[config.mk]
export PLATFORM = sky130hd
export DESIGN_NAME = pipe_lsu
export DESIGN_NICKNAME = d
export VERILOG_FILES = /design/src/rtl/pipe_lsu.sv
export SDC_FILE = /design/constraint.sdc
export NUM_CORES = 1
export LEC_CHECK = 0
export BUFFER_PORTS_ARGS = -buffer_cell sky130_fd_sc_hd__buf_2
export CAP_MARGIN = 10
export CELL_PAD_IN_SITES_DETAIL_PLACEMENT = 1
export CELL_PAD_IN_SITES_GLOBAL_PLACEMENT = 1
export CORE_MARGIN = 4
export CORE_UTILIZATION = 41
export CTS_CLUSTER_DIAMETER = 40
export CTS_CLUSTER_SIZE = 40
export DETAILED_ROUTE_END_ITERATION = 12
export PLACE_DENSITY = 0.95
export SLEW_MARGIN = 20
export SYNTH_ARGS = -nofsm -noshare
export SYNTH_HDL_FRONTEND = slang
export SYNTH_SLANG_ARGS = --single-unit
[constraint.sdc]
create_clock -name i_clk -period 3.5 [get_ports i_clk]
set_input_delay 0.35 -clock i_clk [delete_from_list [all_inputs] [get_ports i_clk]]
set_output_delay 0.35 -clock i_clk [all_outputs]
set_load 0.03 [all_outputs]
[src/rtl/pipe_lsu.sv]
// pipe_lsu: MEM-stage load/store unit with a single-beat bus master.
// Handles alignment, lane steering, load extension and bus timeouts.
`timescale 1ns/1ps

module pipe_lsu #(
  parameter int unsigned P_TIMEOUT = 255
) (
  input  logic        i_clk,
  input  logic        i_rstn,
  input  logic        i_lsu_valid,
  input  logic        i_lsu_we,
  input  logic [3:0]  i_lsu_byte_sel,
  input  logic [2:0]  i_lsu_funct3,
  input  logic [31:0] i_lsu_addr,
  input  logic [31:0] i_lsu_wdata,
  output logic        o_lsu_stall,
  output logic        o_lsu_done,
  output logic [31:0] o_lsu_rdata,
  output logic        o_lsu_misalign,
  output logic        o_lsu_buserr,
  output logic        o_bus_req,
  output logic        o_bus_we,
  output logic [31:0] o_bus_addr,
  output logic [3:0]  o_bus_be,
  output logic [31:0] o_bus_wdata,
  input  logic        i_bus_gnt,
  input  logic        i_bus_rvalid,
  input  logic [31:0] i_bus_rdata
);

  localparam int unsigned CW =
    (P_TIMEOUT < 2) ? 1 : $clog2(P_TIMEOUT + 1);

  typedef enum logic [1:0] {
    S_IDLE,
    S_REQ,
    S_RESP,
    S_DONE
  } state_t;

  typedef struct packed {
    logic        we;
    logic [2:0]  f3;
    logic [29:0] wa;
    logic [1:0]  off;
    logic [3:0]  be;
    logic [31:0] wdata;
  } txn_t;

  state_t        state;
  logic [CW-1:0] cnt;
  txn_t          txn_q;
  logic [31:0]   rdata_q;
  logic          err_q;

  logic          misaligned;
  logic          launch;
  logic          wait_last;
  logic          mis_now;
  logic [31:0]   rshift;
  logic [31:0]   rext;

  // Alignment check on the incoming request size
  always_comb begin
    misaligned = 1'b0;
    unique case (1'b1)
      (i_lsu_byte_sel == 4'b1111):
        misaligned = (i_lsu_addr[1:0] != 2'b00);
      (i_lsu_byte_sel == 4'b0011):
        misaligned = i_lsu_addr[0];
      default:
        misaligned = 1'b0;
    endcase
  end

  assign launch    = i_lsu_valid & ~misaligned;
  // Once granted on the final wait cycle, RESP still gets one cycle.
  assign wait_last = (cnt >= CW'(P_TIMEOUT - 1));

  // Lane select and sign/zero extension of the returned word
  always_comb begin
    rshift = i_bus_rdata >> {txn_q.off, 3'b000};
    rext   = rshift;
    case (txn_q.f3)
      3'b000:  rext = {{24{rshift[7]}}, rshift[7:0]};
      3'b001:  rext = {{16{rshift[15]}}, rshift[15:0]};
      3'b100:  rext = {24'd0, rshift[7:0]};
      3'b101:  rext = {16'd0, rshift[15:0]};
      default: rext = rshift;
    endcase
  end

  // Transaction FSM with wait counter and load result register
  always_ff @(posedge i_clk or negedge i_rstn) begin
    if (!i_rstn) begin
      state   <= S_IDLE;
      cnt     <= '0;
      txn_q   <= '0;
      rdata_q <= '0;
      err_q   <= 1'b0;
    end else begin
      case (state)
        S_IDLE: begin
          err_q <= 1'b0;
          if (launch) begin
            txn_q.we    <= i_lsu_we;
            txn_q.f3    <= i_lsu_funct3;
            txn_q.wa    <= i_lsu_addr[31:2];
            txn_q.off   <= i_lsu_addr[1:0];
            txn_q.be    <= i_lsu_byte_sel << i_lsu_addr[1:0];
            txn_q.wdata <= i_lsu_wdata << {i_lsu_addr[1:0], 3'b000};
            cnt         <= '0;
            state       <= S_REQ;
          end
        end
        S_REQ: begin
          if (i_bus_gnt) begin
            cnt   <= cnt + 1'b1;
            state <= txn_q.we ? S_DONE : S_RESP;
          end else if (wait_last) begin
            err_q <= 1'b1;
            if (!txn_q.we) rdata_q <= '0;
            state <= S_DONE;
          end else begin
            cnt <= cnt + 1'b1;
          end
        end
        S_RESP: begin
          if (i_bus_rvalid) begin
            rdata_q <= rext;
            state   <= S_DONE;
          end else if (wait_last) begin
            err_q   <= 1'b1;
            rdata_q <= '0;
            state   <= S_DONE;
          end else begin
            cnt <= cnt + 1'b1;
          end
        end
        S_DONE: begin
          state <= S_IDLE;
        end
        default: begin
          state <= S_IDLE;
        end
      endcase
    end
  end

  assign mis_now = i_rstn & i_lsu_valid & misaligned &
                   (state == S_IDLE);

  assign o_lsu_misalign = mis_now;
  assign o_lsu_done     = (state == S_DONE) | mis_now;
  assign o_lsu_buserr   = err_q & (state == S_DONE);
  assign o_lsu_stall    = i_rstn & (
                            ((state == S_IDLE) & launch) |
                            (state == S_REQ) |
                            (state == S_RESP));
  assign o_lsu_rdata    = rdata_q;

  assign o_bus_req   = (state == S_REQ);
  assign o_bus_we    = txn_q.we;
  assign o_bus_addr  = {txn_q.wa, 2'b00};
  assign o_bus_be    = txn_q.be;
  assign o_bus_wdata = txn_q.wdata;

endmodule

# Yosys cells after proc, flatten, opt, wreduce, memory -nomap -nowiden
# Cells that the tools add are included.
# classes
shifts	3
n_bitwise	11
n_reduce_logical	9
eq_ne	14
add_sub_neg	1
n_mux	23
n_lt_le_gt_ge	1
# ops
operator	count
2-to-1 mux 32 bit	5
one-hot mux 32 bit (4 select lines)	1
one-hot mux 32 bit (2 select lines)	1
2-to-1 mux 8 bit	4
left shift 32 x 5 -> 32 bit	1
right shift 32 x 5 -> 32 bit	1
one-hot mux 8 bit (3 select lines)	1
adder 8 x 1 -> 8 bit (second input constant)	1
greater-or-equal comparator 8 bit (second input constant)	1
2-to-1 mux 2 bit	4
inequality test 2 bit (second input constant)	4
one-hot mux 2 bit (4 select lines)	1
bitwise AND 1 bit	7
== test 3 bit (second input constant)	2
AND reduction 3 bit	2
AND reduction 5 bit	1
== test 2 bit (second input constant)	2
== test 4 x 2 -> 1 bit (second input constant)	1
== test 4 bit (second input constant)	1
2-to-1 mux 1 bit	4
nonzero test 2 bit	2
left shift 4 x 2 -> 4 bit	1
== test 3 x 1 -> 1 bit (second input constant)	1
logical NOT 3 bit	1
10 further kinds	12
# totals
input_bits	109
reg_bits	115
wordCells	72
output_inout_bits	106

# Longest topological paths before layout
# Gate-level depths: netlist of run 1.
# depth
ltp_word	8
mapped_depth	9
depth_no_buf	7

# Worst setup path after synthesis of run 1
# Ideal clock, no wire load.
# synth_path
path_kind	reg-to-output
startpoint	register state[1]
endpoint	output o_lsu_stall
t_arrival_ps	1921
required_ps	3150
n_path_buf	1
path_stages_with_launch	6
slack_ps	1229
cell_sequence	dfrtp_1 inv_1 ha_1 clkbuf_1 nor2_1 a21boi_0
# synth_via
word_cells_on_any_way	7
cone_classes	2 x eq/ne; 4 x bitwise; 1 x reduce/logical
# synth_rtl
item	line_no	rtl
start: declaration	50	state_t state;
start signal: assignment	119	state <= txn_q.we ? S_DONE : S_RESP;
== test 2 x 1 -> 1 bit	--	
named net o_bus_req	21	output logic o_bus_req,
OR 1 bit	157	((state == S_IDLE) & launch) |
OR 1 bit	158	(state == S_REQ) |
bitwise AND 1 bit	156	assign o_lsu_stall = i_rstn & (
end: declaration	16	output logic o_lsu_stall,
# The timed path passes the listed nets, and every way through them passes these cells.

# Worst setup path after layout of run 1
# layout_path
startpoint	register state[1]
endpoint	output o_lsu_stall
# layout_via
elab_chain_len	5
word_cells_on_any_way	7
cone_classes	2 x eq/ne; 4 x bitwise; 1 x reduce/logical
# layout_lines
item	line_no
logical NOT 2 bit	157
bitwise AND 1 bit	157
OR 1 bit	157
OR 1 bit *	158
bitwise AND 1 bit *	156
# Mark *: on every way between the ends. The rest lies on a longest branch, timed or not.

==> results of run 1 <==
## repair_timing
item	in CTS	in global routing
endpoints found under the setup margin	0	0
hold buffers	1	0
endpoints found under the hold margin	41	0
## logic make-up (layout without fill, tap and decap cells)
kind of cell | after synthesis | count (layout) | synth area share
AOI/OAI and AO/OA | 174 | 174 | 0.1739
and+or+nand+nor | 134 | 134 | 0.09899
DFF | 115 | 115 | 0.4581
buffers and inverters | 112 | 261 | 0.1121
muxes | 84 | 84 | 0.1430
adders and majority gates | 6 | 6 | 0.01195
other | 1 | 2 | 0.0005969
xor gates and xnor gates | 1 | 1 | 0.001394
## cell usage after synthesis, types with 3 or more instances
cell      count  area (sq um)
clkbuf_1     15         56.30
nor2b_1      21         131.4
buf_2        14         70.07
a22o_1        8         70.07
a211oi_1     11         82.58
ha_1          6         75.07
buf_4        71         533.0
a211o_1       8         70.07
nand2_1      75         281.5
o31a_1        4         35.03
buf_1         4         15.01
o31ai_1      13         97.59
nand2b_1      3         18.77
inv_1         8         30.03
mux2i_1      38         380.4
dfrtp_1     115          2878
a32o_1        7         70.07
nand3_1       3         15.01
mux2_2       45         506.7
nor2_1       18         67.56
a21oi_1      40         200.2
o21ai_0      58         290.3
and3_1        3         18.77
a31oi_1       5         31.28
o21ai_1       6         30.03
## worst reg2reg max path: stages (launching register included)
cell	delay, ns
dfrtp_1	0.95
nor2b_1	0.53
nand2_1	0.19
o21ai_0	0.19
a21oi_1	0.13
o21ai_0	0.19
## per-layer routing
layer  vias to the layer above  wire [um]  global-route usage
met3                        37       1482             0.07557
li1                       2423          -                   -
met4                         0        493             0.08051
met2                       216       9331              0.3685
met5                         -          0                   0
met1                      2623       7498              0.2551
## stage by stage
step	setup WS [ns]	std cells	cell area [sq um]	power, mW	util
floorplan	1.229	628	6286	5.360	-
global placement	1.397	929	6998	5.866	0.4743
detailed placement	1.334	929	6998	6.029	0.4743
CTS	1.047	961	7601	7.836	0.5152
global route	0.9549	961	7601	8.219	0.5152
finish	1.103	961	7601	7.762	0.5152
## power groups by stage
stage | Clock (mW) | Sequential, mW | Combinational (mW)
global route | 1.85 | 2.38 | 3.99
detailed placement | 0 | 2.32 | 3.71
CTS | 1.79 | 2.31 | 3.74
global placement | 0 | 2.29 | 3.57
floorplan | 0 | 2.45 | 2.91
finish | 1.76 | 2.31 | 3.70
## flip-flops by register name, indices dropped and copies added (netlist names)
name / flops
o_bus_wdata: 32
o_lsu_rdata: 32
o_bus_addr: 30
cnt: 8
txn_q: 5
o_bus_be: 4
state: 2
err_q: 1
o_bus_we: 1
## worst max-delay path by stage
stage,depth (start not counted),slack [ns],end,startpoint
6_report,6,1.10,o_lsu_stall,state[1]$_DFFE_PN0P_
2_1_floorplan,5,1.23,o_lsu_stall,state[1]$_DFFE_PN0P_
3_3_place_gp,7,1.40,o_lsu_stall,i_lsu_byte_sel[2]
4_1_cts,6,1.05,o_lsu_stall,state[1]$_DFFE_PN0P_
3_5_place_dp,7,1.33,o_lsu_stall,i_lsu_byte_sel[2]
5_1_grt,6,0.95,o_lsu_stall,state[1]$_DFFE_PN0P_
## layout make-up
cell class	count	area (sq um)
Tap cell	184	230.2
Clock buffer	21	460.4
Multi-Input combinational cell	401	2716
Inverter	8	30.03
Fill cell	1723	7153
Sequential cell	115	2878
Timing Repair Buffer	222	1154
Clock inverter	10	132.6
==> impl_metrics.tcl, run 1 <==
set metrics [dict create \
    final_max_slew_viol_count 0 \
    ys_seq_area_frac 0.4581 \
    critical_path.reg2reg.startpoint "txn_q[37]$_DFFE_PN0P_" \
    wirelength_um 18810 \
    layout_common_cells "211 x buf_2, 115 x dfrtp_1, 75 x nand2_1" \
    antenna_found_initial 0 \
    synth-edff-count 0 \
    root_buffer "clkbuf_16" \
    grt_pass1_vias 5540 \
    dr.pass1.iters 4 \
    clk_pin_slew_ns 0.05 \
    status "finished clean" \
    final_antenna_net_count 0 \
    grt_use_total 0.2172 \
    netlist_area_sq_mm 0.006282 \
    fin_skew_ns 0.006230 \
    ys_async_sr_fraction 1.000 \
    grt_setup_unrepaired "false" \
    worstPathMaxFanout 28 \
    clock_path_buffers 2 \
    overflow 0 \
    path_cells "inv_1, ha_1, o211ai_4, buf_4, a21boi_0, buf_2" \
    drt-vias-per-instance 5.514 \
    die_y_um 131.8 \
    routedWlPerCell_um 19.57 \
    hp-start "i_lsu_addr[29]" \
    crit_path_end_kind "output pin" \
    switching_share 0.4512 \
    p_leak_nw 3.771 \
    post_cts_buffers 0 \
    io_pins 215 \
    path_class "reg -> out" \
    reg2reg_depth 5 \
    setup_viol 0 \
    drc 0 \
    htreeDepth 4 \
    cp_top_family "buffers and inverters" \
    insertedDiodeCount 0 \
    timing.slew.headroom 0.3560 \
    crit_slowest_cell "dfrtp_1" \
    cts_buffers 17 \
    fmax_mhz 417.1 \
    finalNetCount 880 \
    cts_resized 0 \
    whs_ns 0.1655 \
    intPower_mw 4.260 \
    crit_buf_inv 3 \
    r2r_slack_ns 1.24 \
    power_frac_clock 0.226 \
    syn_to_final_growth_pct 20.99 \
    comb_power_share 0.476 \
    worstPathArrival_ns 2.05 \
    grt_max_degree 75 \
    place_hpwl_um 13810 \
    vias 5299 \
    drt_iter0_drc 236 \
    fin_crit_ns 2.397 \
    tightest_slew_ns 0.9660 \
    coreArea_sq_mm 0.01475 \
    holdPathEnd "o_bus_addr[29]$_DFFE_PN0P_" \
    synthFlopType "dfrtp_1" \
    required_ns 3.15 \
    die-area_sq_mm 0.01737 \
    syn_avg_cell_area_sq_um 10.02 \
    tritoncts_num_sinks 115 \
    max-cap-violations 0 \
    io_buffers 212 \
    power_density_mw_per_mm2 1021 \
    start_util 0.4258 \
    post-route-period-util 0.6850 \
    min_path_cells 2 \
    ys_warn_count 0 \
    grt_pass1_wl_um 30280 \
    gp_congestion 0.8339 \
    rows 44 \
    clkLatencyLatePin_ns 0.41 \
    final_common_cell "buf_2" \
    ys_ff_latch 115 \
    reg2reg_to "o_lsu_rdata[9]$_DFFE_PN0P_" \
    switchingPower_mw 3.502 \
    die_w_um 131.8 \
    vdd_drop_max_mv 0.4801 \
    hp-class "in -> reg" \
    hold_viol 0 \
    synth_cell_types 49 \
    synthCells 627 \
    cts_tree "yes" \
    seqPwrFrac 0.297 \
    drive_above_1_share 0.3874 \
    finalSetupTns_ns 0 \
    crit_path_max_incr_delay_ns 0.41 \
    worstSetupStartpointType "flop" \
]
Power figures use the tool's default switching activity.
==> run 2, diff against run 1 <==
--- a/config.mk
+++ b/config.mk
@@ -10,11 +10,11 @@
 export CELL_PAD_IN_SITES_DETAIL_PLACEMENT = 1
 export CELL_PAD_IN_SITES_GLOBAL_PLACEMENT = 1
 export CORE_MARGIN = 4
-export CORE_UTILIZATION = 41
+export CORE_UTILIZATION = 34
 export CTS_CLUSTER_DIAMETER = 40
 export CTS_CLUSTER_SIZE = 40
 export DETAILED_ROUTE_END_ITERATION = 12
-export PLACE_DENSITY = 0.95
+export PLACE_DENSITY = 0.87
 export SLEW_MARGIN = 20
 export SYNTH_ARGS = -nofsm -noshare
 export SYNTH_HDL_FRONTEND = slang
==> constraint.sdc (replaced) <==
create_clock -name i_clk -period 2.2 [get_ports i_clk]
set_input_delay 0.22 -clock i_clk [delete_from_list [all_inputs] [get_ports i_clk]]
set_output_delay 0.22 -clock i_clk [all_outputs]
set_load 0.03 [all_outputs]
==> run 2 against run 1 <==
  * Core utilization down 8.3 points
  * Flip-flop and latch count is the same
  * Setup slack worse by 0.99 ns
  * Clock skew rose by 0.0024 ns
  * Hold slack worse by 0.14 ns
  * Design area up 2.7%
  * Via count down 2.4%
  * Sequential power up 56%
  * Largest cell class unchanged
==> impl_metrics.tcl, run 2 (same netlist as run 1, synthesis figures left out) <==
set metrics [dict create \
    status "finished clean" \
    dp_cells 982 \
    cp-startpoint "state[1]$_DFFE_PN0P_" \
    gp_congestion 0.8307 \
    io_buffers 212 \
    place_hpwl_um 13880 \
    dr.pass1.iters 4 \
    hold_viol 0 \
    layout_common_cells "211 x buf_2, 115 x dfrtp_1, 75 x nand2_1" \
    required_ns 1.98 \
    p_leak_nw 3.840 \
    clk_pin_slew_ns 0.06 \
    drt-vias-per-instance 5.095 \
    fin_cells 1015 \
    hp-start "i_lsu_addr[29]" \
    post_cts_buffers 0 \
    clkLatencyLatePin_ns 0.41 \
    final_max_slew_viol_count 0 \
    power_density_mw_per_mm2 1609 \
    worstPathMaxFanout 8 \
    fmax_mhz 478.6 \
    finalNetCount 888 \
    hp-class "in -> reg" \
    drc 0 \
    routedWlPerCell_um 18.17 \
    overflow 0 \
    start_util 0.3474 \
    final_common_cell "buf_2" \
    grt_pass1_wl_um 28750 \
    max-cap-violations 0 \
    insertedDiodeCount 0 \
    grt_max_degree 116 \
    die_y_um 143.9 \
    rows 49 \
    cts_buffers 17 \
    vias 5171 \
    fin_skew_ns 0.008637 \
    critical_path.reg2reg.startpoint "state[1]$_DFFE_PN0P_" \
    timing.slew.headroom 0.5451 \
    grt_setup_unrepaired "true" \
    final_antenna_net_count 0 \
    coreArea_sq_mm 0.01809 \
    finalSetupTns_ns 0 \
    grt_use_total 0.1766 \
    worstSetupStartpointType "flop" \
    crit_path_end_kind "output pin" \
    vdd_drop_max_mv 0.6371 \
    root_buffer "clkbuf_16" \
    post-route-period-util 0.9498 \
    cts_tree "yes" \
    tritoncts_num_sinks 115 \
    tightest_slew_ns 0.6809 \
    die-area_sq_mm 0.02072 \
    antenna_found_initial 1 \
    io_pins 215 \
    fillers 2120 \
    drive_above_1_share 0.3995 \
    path_class "reg -> out" \
    die_w_um 143.9 \
    htreeDepth 4 \
    fin_crit_ns 2.089 \
    worstPathArrival_ns 1.87 \
    drt_iter0_drc 184 \
    clock_path_buffers 2 \
    syn_to_final_growth_pct 24.30 \
    grt_pass1_vias 5409 \
    min_path_cells 2 \
    reg2reg_depth 7 \
    wirelength_um 18440 \
    setup_viol 0 \
]
run 2: layer usage:
metal,vias up,track usage,wire length [um]
li1,2441,-,-
met1,2505,0.2188,7823
met2,204,0.2908,8802
met3,19,0.06290,1534
met4,2,0.05154,270
met5,-,0,13
run 2: area by class of cell:
cell class / count / area (sq um) / area share
tap: 229 / 286.5 / 0.03669
sequential: 115 / 2878 / 0.3685
inverter: 8 / 30.03 / 0.003846
multi-input combinational: 401 / 2721 / 0.3485
clock buffer: 18 / 439.2 / 0.05624
clock inverter: 14 / 177.7 / 0.02275
timing repair buffer: 230 / 1276 / 0.1634
run 2: power by group:
group          switching [mW]  internal [mW]  total [mW]
clock                    1.07           1.82        2.89
sequential              0.583           3.02        3.60
combinational            3.98           2.09        6.08
total                    5.63           6.93        12.6
run 2: final timing paths:
path | end | slack [ns]
setup / recovery | o_lsu_stall | 0.11
hold / removal | o_bus_addr[29]$_DFFE_PN0P_ | 0.02
setup reg to reg | o_lsu_rdata[0]$_DFFE_PN0P_ | 0.15
hold reg to reg | o_bus_be[0]$_DFFE_PN0P_ | 0.47
max in group asynchronous | txn_q[68]$_DFFE_PN0P_ | 1.22
min in group asynchronous | o_bus_wdata[23]$_DFFE_PN0P_ | 0.43
run 2: timing repair:
action / 4_1_cts / 5_1_grt
endpoints found under the setup margin: 1 / 1
resized for setup: 1 / 1
hold endpoints to repair: 115 / 0
pin swaps: 0 / 0
hold buffers: 1 / 0
run 2: worst max-delay path, stage by stage, from the launching register on:
cell      delay [ns]
dfrtp_1         0.44
inv_1           0.11
ha_2            0.26
o211ai_4        0.19
a21boi_0        0.22
buf_2           0.23
run 2: per-stage QoR:
stage               worst slack, ns  utilization  hold WS [ns]  cell area, sq um  power, mW
floorplan                   0.05946            -      -0.07559              6286      8.527
global placement             0.3101       0.3968        0.3967              7177      9.542
detailed placement           0.1983       0.3968        0.3995              7177      9.769
CTS                        0.003033       0.4316      0.004688              7806      12.73
global route              -0.004157       0.4318       0.01796              7809      13.35
finish                       0.1105       0.4318       0.02190              7809      12.57
